===== src/rtl/command_issue_control.sv =====
// PSL command issue: tag allocation, credit tracking, registered parity-protected command bus,
// and a per-tag metadata table that the response path reads back on each returning tag.
module command_issue_control #(
  parameter int NUM_TAGS = 32,
  parameter int META_W   = 32
) (
  input  logic              clock,
  input  logic              rstn,
  input  logic              enabled_in,
  input  logic [7:0]        croom,
  input  logic              req_valid,
  output logic              req_ready,
  input  logic [12:0]       req_command,
  input  logic [63:0]       req_address,
  input  logic [11:0]       req_size,
  input  logic [2:0]        req_abt,
  input  logic [15:0]       req_context,
  input  logic [META_W-1:0] req_meta,
  output logic              cmd_valid,
  output logic [7:0]        cmd_tag,
  output logic              cmd_tag_parity,
  output logic [12:0]       cmd_command,
  output logic              cmd_command_parity,
  output logic [63:0]       cmd_address,
  output logic              cmd_address_parity,
  output logic [2:0]        cmd_abt,
  output logic [15:0]       cmd_context,
  output logic [11:0]       cmd_size,
  input  logic              rsp_valid,
  input  logic [7:0]        rsp_tag,
  input  logic [8:0]        rsp_credits,
  output logic [META_W-1:0] rsp_meta,
  output logic              rsp_meta_valid,
  output logic [8:0]        outstanding,
  output logic [8:0]        credits,
  output logic [2:0]        issue_error,
  output logic [1:0]        dbg_state
);
  localparam int TAG_W = $clog2(NUM_TAGS);
  localparam logic [8:0] NUM_TAGS_9 = 9'(NUM_TAGS);

  // Handshake: a request transfers on a clock edge where req_valid and req_ready are both high;
  // req_ready depends only on registered state, never on req_valid.
  typedef enum logic [1:0] {ST_OFF = 2'd0, ST_RISE = 2'd1, ST_RUN = 2'd2} en_state_t;
  en_state_t state, state_next;

  logic [NUM_TAGS-1:0] busy, busy_next;
  logic [META_W-1:0]   meta_tbl [NUM_TAGS];
  logic [8:0]          croom_lat;
  logic                any_free;
  logic [TAG_W-1:0]    alloc_idx;
  logic [TAG_W-1:0]    rsp_idx;
  logic                rsp_in_range, rsp_hit, accept, run_active, overflow;
  logic [10:0]         credit_sum;
  logic [7:0]          alloc_tag;

  always_ff @(posedge clock or negedge rstn) begin
    if (!rstn) state <= ST_OFF;
    else       state <= state_next;
  end

  always_comb begin
    state_next = state;
    if (!enabled_in) state_next = ST_OFF;
    else begin
      case (state)
        ST_OFF:  state_next = ST_RISE;
        ST_RISE: state_next = ST_RUN;
        default: state_next = ST_RUN;
      endcase
    end
  end

  assign dbg_state = state;

  // Lowest-numbered free tag wins: scan downward so the last hit is the smallest index.
  always_comb begin
    any_free  = 1'b0;
    alloc_idx = '0;
    for (int i = NUM_TAGS - 1; i >= 0; i--) begin
      if (!busy[i]) begin
        any_free  = 1'b1;
        alloc_idx = TAG_W'(i);
      end
    end
  end

  assign req_ready    = (state == ST_RUN) && !credits[8] && (credits != 9'd0) && any_free;
  assign accept       = req_valid && req_ready;
  assign run_active   = (state == ST_RUN) && enabled_in;
  assign alloc_tag    = 8'(alloc_idx);
  assign rsp_idx      = rsp_tag[TAG_W-1:0];
  assign rsp_in_range = {1'b0, rsp_tag} < NUM_TAGS_9;
  assign rsp_hit      = rsp_valid && rsp_in_range && busy[rsp_idx];

  // Credit arithmetic in 11 bits so the overflow compare never wraps.
  assign credit_sum = {{2{credits[8]}}, credits} - {10'd0, accept}
                    + (rsp_valid ? {{2{rsp_credits[8]}}, rsp_credits} : 11'd0);
  assign overflow   = $signed(credit_sum) > $signed({2'b00, croom_lat});

  always_comb begin
    busy_next = busy;
    if (accept)  busy_next[alloc_idx] = 1'b1;
    if (rsp_hit) busy_next[rsp_idx]   = 1'b0;
  end

  always_ff @(posedge clock) begin
    if (accept && run_active) meta_tbl[alloc_idx] <= req_meta;
  end

  always_ff @(posedge clock or negedge rstn) begin
    if (!rstn) begin
      busy <= '0; outstanding <= '0; credits <= '0; croom_lat <= '0; issue_error <= '0;
      cmd_valid <= 1'b0; cmd_tag <= '0; cmd_command <= '0; cmd_address <= '0;
      cmd_abt <= '0; cmd_context <= '0; cmd_size <= '0;
      cmd_tag_parity <= 1'b0; cmd_command_parity <= 1'b0; cmd_address_parity <= 1'b0;
      rsp_meta <= '0; rsp_meta_valid <= 1'b0;
    end else if (!run_active) begin
      // Disabled or in the enable-rise cycle: pool empty, bus idle; rise loads the credits.
      busy <= '0; outstanding <= '0; issue_error <= '0;
      credits   <= (enabled_in && state == ST_RISE) ? {1'b0, croom} : 9'd0;
      croom_lat <= (enabled_in && state == ST_RISE) ? {1'b0, croom} : 9'd0;
      cmd_valid <= 1'b0; cmd_tag <= '0; cmd_command <= '0; cmd_address <= '0;
      cmd_abt <= '0; cmd_context <= '0; cmd_size <= '0;
      cmd_tag_parity <= 1'b0; cmd_command_parity <= 1'b0; cmd_address_parity <= 1'b0;
      rsp_meta <= '0; rsp_meta_valid <= 1'b0;
    end else begin
      busy        <= busy_next;
      outstanding <= outstanding + 9'(accept) - 9'(rsp_hit);
      credits     <= overflow ? croom_lat : credit_sum[8:0];
      issue_error <= {overflow,
                      rsp_valid && rsp_in_range && !busy[rsp_idx],
                      rsp_valid && !rsp_in_range};
      cmd_valid   <= accept;
      if (accept) begin
        cmd_tag            <= alloc_tag;
        cmd_command        <= req_command;
        cmd_address        <= req_address;
        cmd_abt            <= req_abt;
        cmd_context        <= req_context;
        cmd_size           <= req_size;
        cmd_tag_parity     <= ~^alloc_tag;
        cmd_command_parity <= ~^req_command;
        cmd_address_parity <= ~^req_address;
      end
      rsp_meta_valid <= rsp_hit;
      rsp_meta       <= rsp_hit ? meta_tbl[rsp_idx] : '0;
    end
  end
endmodule


===== config.mk =====
export PLATFORM = sky130hd
export DESIGN_NAME = command_issue_control
export DESIGN_NICKNAME = d
export VERILOG_FILES = /design/src/rtl/command_issue_control.sv
export SDC_FILE = /design/constraint.sdc
export NUM_CORES = 1
export LEC_CHECK = 0
export BUFFER_PORTS_ARGS = -buffer_cell sky130_fd_sc_hd__buf_2
export CAP_MARGIN = 20
export CORE_ASPECT_RATIO = 2
export CORE_UTILIZATION = 42
export CTS_CLUSTER_SIZE = 40
export DETAILED_ROUTE_END_ITERATION = 12
export PLACE_DENSITY = 0.66
export SLEW_MARGIN = 20
export SYNTH_ARGS = -nofsm -noshare
export SYNTH_HDL_FRONTEND = slang
export SYNTH_SLANG_ARGS = --single-unit

===== constraint.sdc =====
create_clock -name clock -period 6.7 [get_ports clock]
set_input_delay 0 -clock clock [delete_from_list [all_inputs] [get_ports clock]]
set_output_delay 0 -clock clock [all_outputs]
set_load 0.05 [all_outputs]

======== After elaboration in Yosys (flattened, before gate mapping) ========
Memories as Yosys holds them, arrays and structs flattened.
Index checks and enable logic that the tools add are counted.
word-level totals
  memories kept ........................... 1
  register bits after elaboration ......... 217
  memory bits (writable) .................. 1,024
  bits of input ports ..................... 170
  logic and storage cells ................. 161
cells by class
  reduce and logical (&&, ||, !) cells .... 21
  add/subtract/negate cells ............... 4
  magnitude comparators ................... 6
  muxes and demuxes ....................... 105
  eq/ne operators ......................... 3
  bitwise operators ....................... 3
memory list
  memory    depth  width  rd ports  clocked after memory_dff  wr ports  RTL line  RTL
  meta_tbl  32     32     1         0                         1         48        logic [META_W-1:0] meta_tbl [NUM_TAGS];
operators by type and width
  operator            count
  $mux 32             5
  $mux 5              32
  $mux 64             2
  $reduce_xnor 64->1  1
  $mux 1              45
  $and 32x32->32      1
  $mux 16             2
  $not 32->32         1
  $or 32x32->32       1
  $mux 9              3
  $mux 13             2
  $mux 12             2
  $mux 8              3
  $logic_and 1x1->1   13
  $reduce_xnor 13->1  1
  $lt 5x6->1 const B  2
  $add 11x11->11      1
  $gt 11x10->1        1
  $mux 11             1
  $demux 1 s5         2
  $ge 5x1->1 const B  2
  $sub 9x2->10        1
  $add 9x1->9         1
  $mux 3              3
  other kinds (11)    14

======== Depth between registers and ports, before layout ========
  depth after elaboration ................. 41
  mapped depth ............................ 27

======== Least setup slack after synthesis ========
No wires, ideal clock.
  path kind ............................... register to register
  start point ............................. register state[1] (netlist: dbg_state[1])
  end point ............................... register credits[7]
  required time ........................... 6,584 ps
  setup slack ............................. 198 ps
  buffers on the path ..................... 3
  stages on the path, launching flop included .. 24
  arrival time ............................ 6,386 ps
  clock period less this slack ............ 6,502 ps
  cells stage by stage .................... dfrtp_1 > or3b_2 > a221oi_1 > and2_1 > buf_2 > buf_1 > ha_1 > nor3b_1 > xor2_1 > ha_1 > o21a_1 > o31a_1 > o21ai_0 > nor2b_1 > xnor2_1 > ha_1 > o21a_1 > o22ai_1 > a21oi_1 > nor4_1 > a221o_1 > clkbuf_1 > nand3_1 > o311ai_0
on the way
  longest elaborated chain between the ends .. 10
  elaborated cells on any way between the ends .. 14
ends and longest elaborated chain
  what                                RTL line  RTL
  from (decl)                         45        en_state_t state, state_next;
  from (signal assigned)              59        else state <= state_next;
  $eq 2x2->1 (*)                      88        assign req_ready = (state == ST_RUN) && !credits[8] && (credits != 9'd0) && any_free;
  $logic_and 1x1->1 (*) (3 in a row)  88
  net req_ready                       12        output logic req_ready,
  $logic_and 1x1->1 (*)               89        assign accept = req_valid && req_ready;
  $sub 9x2->10 (*)                    97        assign credit_sum = {{2{credits[8]}}, credits} - {10'd0, accept}
  $add 11x11->11 (*)                  98        + (rsp_valid ? {{2{rsp_credits[8]}}, rsp_credits} : 11'd0);
  $gt 11x10->1                        99        assign overflow = $signed(credit_sum) > $signed({2'b00, croom_lat});
  $mux 9 (*)                          130       credits <= overflow ? croom_lat : credit_sum[8:0];
  $mux 9 (*)                          118       end else if (!run_active) begin
  to (signal assigned)                121       credits <= (enabled_in && state == ST_RISE) ? {1'b0, croom} : 9'd0;
  to (signal assigned)                130
  to (decl)                           35        output logic [8:0] credits,
Mark *: on every way through the listed nets, which the timed path passes. The rest lies on a longest branch.
A chain may end at the register's enable or synchronous reset.

======== Final worst setup path ========
  start point ............................. register state[0] (netlist: dbg_state[0])
  end point ............................... register credits[1]
on the way
  longest elaborated chain between the ends .. 10
  elaborated cells on any way between the ends .. 14
ends and longest elaborated chain
  what                            RTL line
  $eq 2x2->1                      88, 90
  $logic_and 1x1->1 (3 in a row)  88
  $logic_and 1x1->1               89
  $sub 9x2->10                    97
  $add 11x11->11                  98
  $gt 11x10->1                    99
  $mux 9                          130
  $mux 9 (*)                      118
Every way passes the cells marked *; elsewhere a longest branch is shown, timed or not.

==> reports/results.txt <==
status: finished clean
Rows: 176
top cell type's share of synthesized area: 62.9%
top-count cell post-synth: edfxtp_1
drt first pass iters: 5
Core Region: 115000 um^2
Pwr per Cell Area: 266 nW/um^2
worst r2r path cells: 21
Fin. Hold Viols: 0
worst-path maximum fanout: 16
FF+latch count, synth: 1237
startpoint types: flip-flop
max-cap viol count: 0
Max Root-Sink Buffers: 3
clk_lat worst skew: 0.74 ns
Max Freq: 0.162 GHz
Pleak: 0.0198 uW
worst setup margin: 0.527 ns
Synth cell types: 58
Inserted Clock Buffers: 99
Yosys warning total: 0
top_reg_cell synth: edfxtp_1
Worst Tran Pin Value: 1.05 ns
Final TNS setup: 0 ns
drt initial violations: 2362
setup slack, reg-to-reg: 0.53 ns
Clock power frac: 39.0%
gr usage total: 22.4%
Initial Utilization: 42.5%
Final setup viols: 0
Logic pwr share: 6.6%
FILL cells: 9237
Remaining DRCs: 0
Avg Cell Area, Syn: 17.8 um^2
Via density: 5.68
Area Overhead vs Synth: 17.9%
Post-Syn Instances: 2751
Worst slew margin: 29.8%
Ports: 347
htree depth: 3
critical path required time: 7.30 ns
WL per Instance: 27.0 um
Hold Crit Class: in -> reg
RSZ-0062 raised after global routing: false
Final period util: 92.1%
Placed Area: 52700 um^2
Final min period: 6.17 ns
Place WS: 1.15 ns
crit path capture type: flip-flop
slowest stage delay, CP: 0.68 ns
first-pass GRT wire length: 192000 um
Sw Pwr: 3450 uW
largest net degree at the start of global routing: 139
area leader, netlist: edfxtp_1
Nets: 3473
Post-synth EDFFs: 1024
Hold Slack: 0.0511 ns
hold depth: 4
layout cells sized above 1: 26.5%
Final Cell Area: 57700 um^2
Worst-path clk slew: 0.07 ns
async set-reset flop share out of synthesis: 17.2%
sw frac: 22.5%
WS Path Type: reg -> reg
Worst Skew: 0.0310 ns
PortBufs: 343
initial antenna violation count: 5
final slew viol count: 0
vias in the first global route: 28951
Die Y: 485 um
Area contributors post-synth: edfxtp_1 (63%), mux4_2 (12%), dfrtp_1 (11%)
antenna-violating nets left: 0
DRT Wirelength: 132000 um
Horiz. Die Dim: 243 um
die area: 118000 um^2
Mapped Area: 48900 um^2
sequential share of power: 54.3%
Seq/Total Area, Yosys: 73.8%
via count: 27656
Crit path arrival time: 6.77 ns
dpl hpwl: 80300 um
internal power: 11900 uW
crit-path cells: or3b_2 -> a221oi_1 -> and2_4 -> ha_1 -> nor3b_1 -> xor2_1 -> ha_1 -> o21a_1 -> o31a_1 -> o21ai_0 -> nor2b_1 -> xnor2_1 -> ha_1 -> o21a_1 -> o22ai_1 -> a21oi_1 -> nor4_1 -> a221o_1 -> mux2i_1 -> o21ai_0 -> dlygate4sd3_1
CP most frequent cell: ha_1
Slowest cell on crit path: nor3b_1
Synth top cells by count: edfxtp_1 (1024), nand2_1 (271), mux4_2 (264)
TritonCTS clock tree: done
grt ovf: 0
routability congestion estimate: 0.879
clk sinks: 1237
Clock Tree Root: clkbuf_16
Peak VDD IR: 0.193 mV
sequential cells by signal (all words and copies together), names as in the netlist, 2 cells and up:
signal / count
rsp_meta: 32
credits: 9
meta_tbl: 1024
cmd_tag: 5
cmd_abt: 3
croom_lat: 8
outstanding: 9
cmd_size: 12
cmd_context: 16
dbg_state: 2
cmd_command: 13
issue_error: 3
busy: 32
cmd_address: 64
metal layers:
layer / up-vias / share of wire, % / wire length, um / track usage (%)
met2: 1216 / 54 / 71600 / 41.6
met5: - / 0.0099 / 13 / 0
li1: 11830 / - / - / -
met3: 261 / 6.3 / 8240 / 3.79
met1: 14347 / 35 / 46100 / 25.0
met4: 2 / 4.3 / 5630 / 9.41
placed cells by master, fill, tap and decap left out, types with 19 or more instances in the layout:
| master | netlist | layout |
|---|---|---|
| o22ai_1 | 134 | 134 |
| or4_1 | 32 | 32 |
| clkbuf_1 | 94 | 20 |
| buf_2 | 26 | 340 |
| xnor2_1 | 82 | 82 |
| o21ai_0 | 19 | 19 |
| buf_4 | 3 | 60 |
| edfxtp_1 | 1024 | 1024 |
| mux4_2 | 264 | 264 |
| a31oi_1 | 36 | 36 |
| ha_1 | 33 | 33 |
| nor3_1 | 36 | 36 |
| nor2_4 | 8 | 40 |
| inv_1 | 45 | 45 |
| nand2_1 | 271 | 270 |
| clkbuf_16 | 0 | 99 |
| nor2_1 | 115 | 83 |
| dfrtp_1 | 213 | 213 |
| dlygate4sd3_1 | 0 | 162 |
| a21oi_1 | 130 | 130 |
worst max-delay path, delay by kind of cell, from the launching register on:
| family | cells | cell delay (ns) |
|---|---|---|
| multiplexers | 1 | 0.23 |
| buffers and inverters | 1 | 0.62 |
| flip-flops | 1 | 0.44 |
| XOR/XNOR | 2 | 0.31 |
| AO/OA/AOI/OAI | 9 | 1.81 |
| adder cells (fa/ha/maj) | 3 | 0.84 |
| AND/OR/NAND/NOR | 5 | 1.79 |
cells by family after synthesis:
family                     count (synthesis)  share of synthesized area (%)
DFF                                     1237                           73.8
and+or+nand+nor                          553                           5.28
AOI/OAI and AO/OA                        356                           4.30
muxes                                    265                           12.2
buffers and inverters                    205                           1.79
xor gates and xnor gates                  99                           1.77
adders and majority gates                 35                          0.926
other                                      1                        0.00767
path summary, 6_finish.rpt:
kind,from,end
min in group asynchronous,rstn,outstanding[5]$_DFF_PN0_
worst max-delay path,dbg_state[0]$_DFF_PN0_,credits[1]$_DFF_PN0_
worst max register to register,dbg_state[0]$_DFF_PN0_,credits[1]$_DFF_PN0_
worst min register to register,cmd_size[9]$_DFFE_PN0P_,cmd_size[9]$_DFFE_PN0P_
max in group asynchronous,rstn,rsp_meta[3]$_DFF_PN0_
worst min-delay path,req_context[1],cmd_context[1]$_DFFE_PN0P_
cell type report:
cell class                 count  area, um^2  share of cell area [%]
sequential                  1237       36100                    62.6
tap                         1513        1890                    3.28
multi-input combinational   1311       12200                    21.2
inverter                      48         181                   0.315
timing repair buffer         571        3950                    6.84
clock buffer                 128        2680                    4.64
clock inverter                60         642                    1.11
antenna                        4        10.0                  0.0174
what timing repair did:
item	4_1_cts	5_1_grt
setup buffers	0	0
hold endpoints to repair	1261	0
resized for setup	0	0
hold buffers	163	0
power groups by stage:
stage,Sequential (uW),Combinational [uW],Clock (uW)
4_1_cts,8340,1020,6120
6_report,8340,1010,5990
2_1_floorplan,8530,543,0
5_1_grt,8340,1080,6370
3_5_place_dp,8510,940,0
3_3_place_gp,8510,934,0
metrics by stage:
stage          cells  power [uW]  util, %
2_1_floorplan   2753        9080        -
3_3_place_gp    4517        9440     45.7
3_5_place_dp    4517        9450     45.7
4_1_cts         4868       15500     50.1
5_1_grt         4871       15800     50.1
6_report        4872       15300     50.1
No activity file was read; power rests on OpenSTA's default activity.
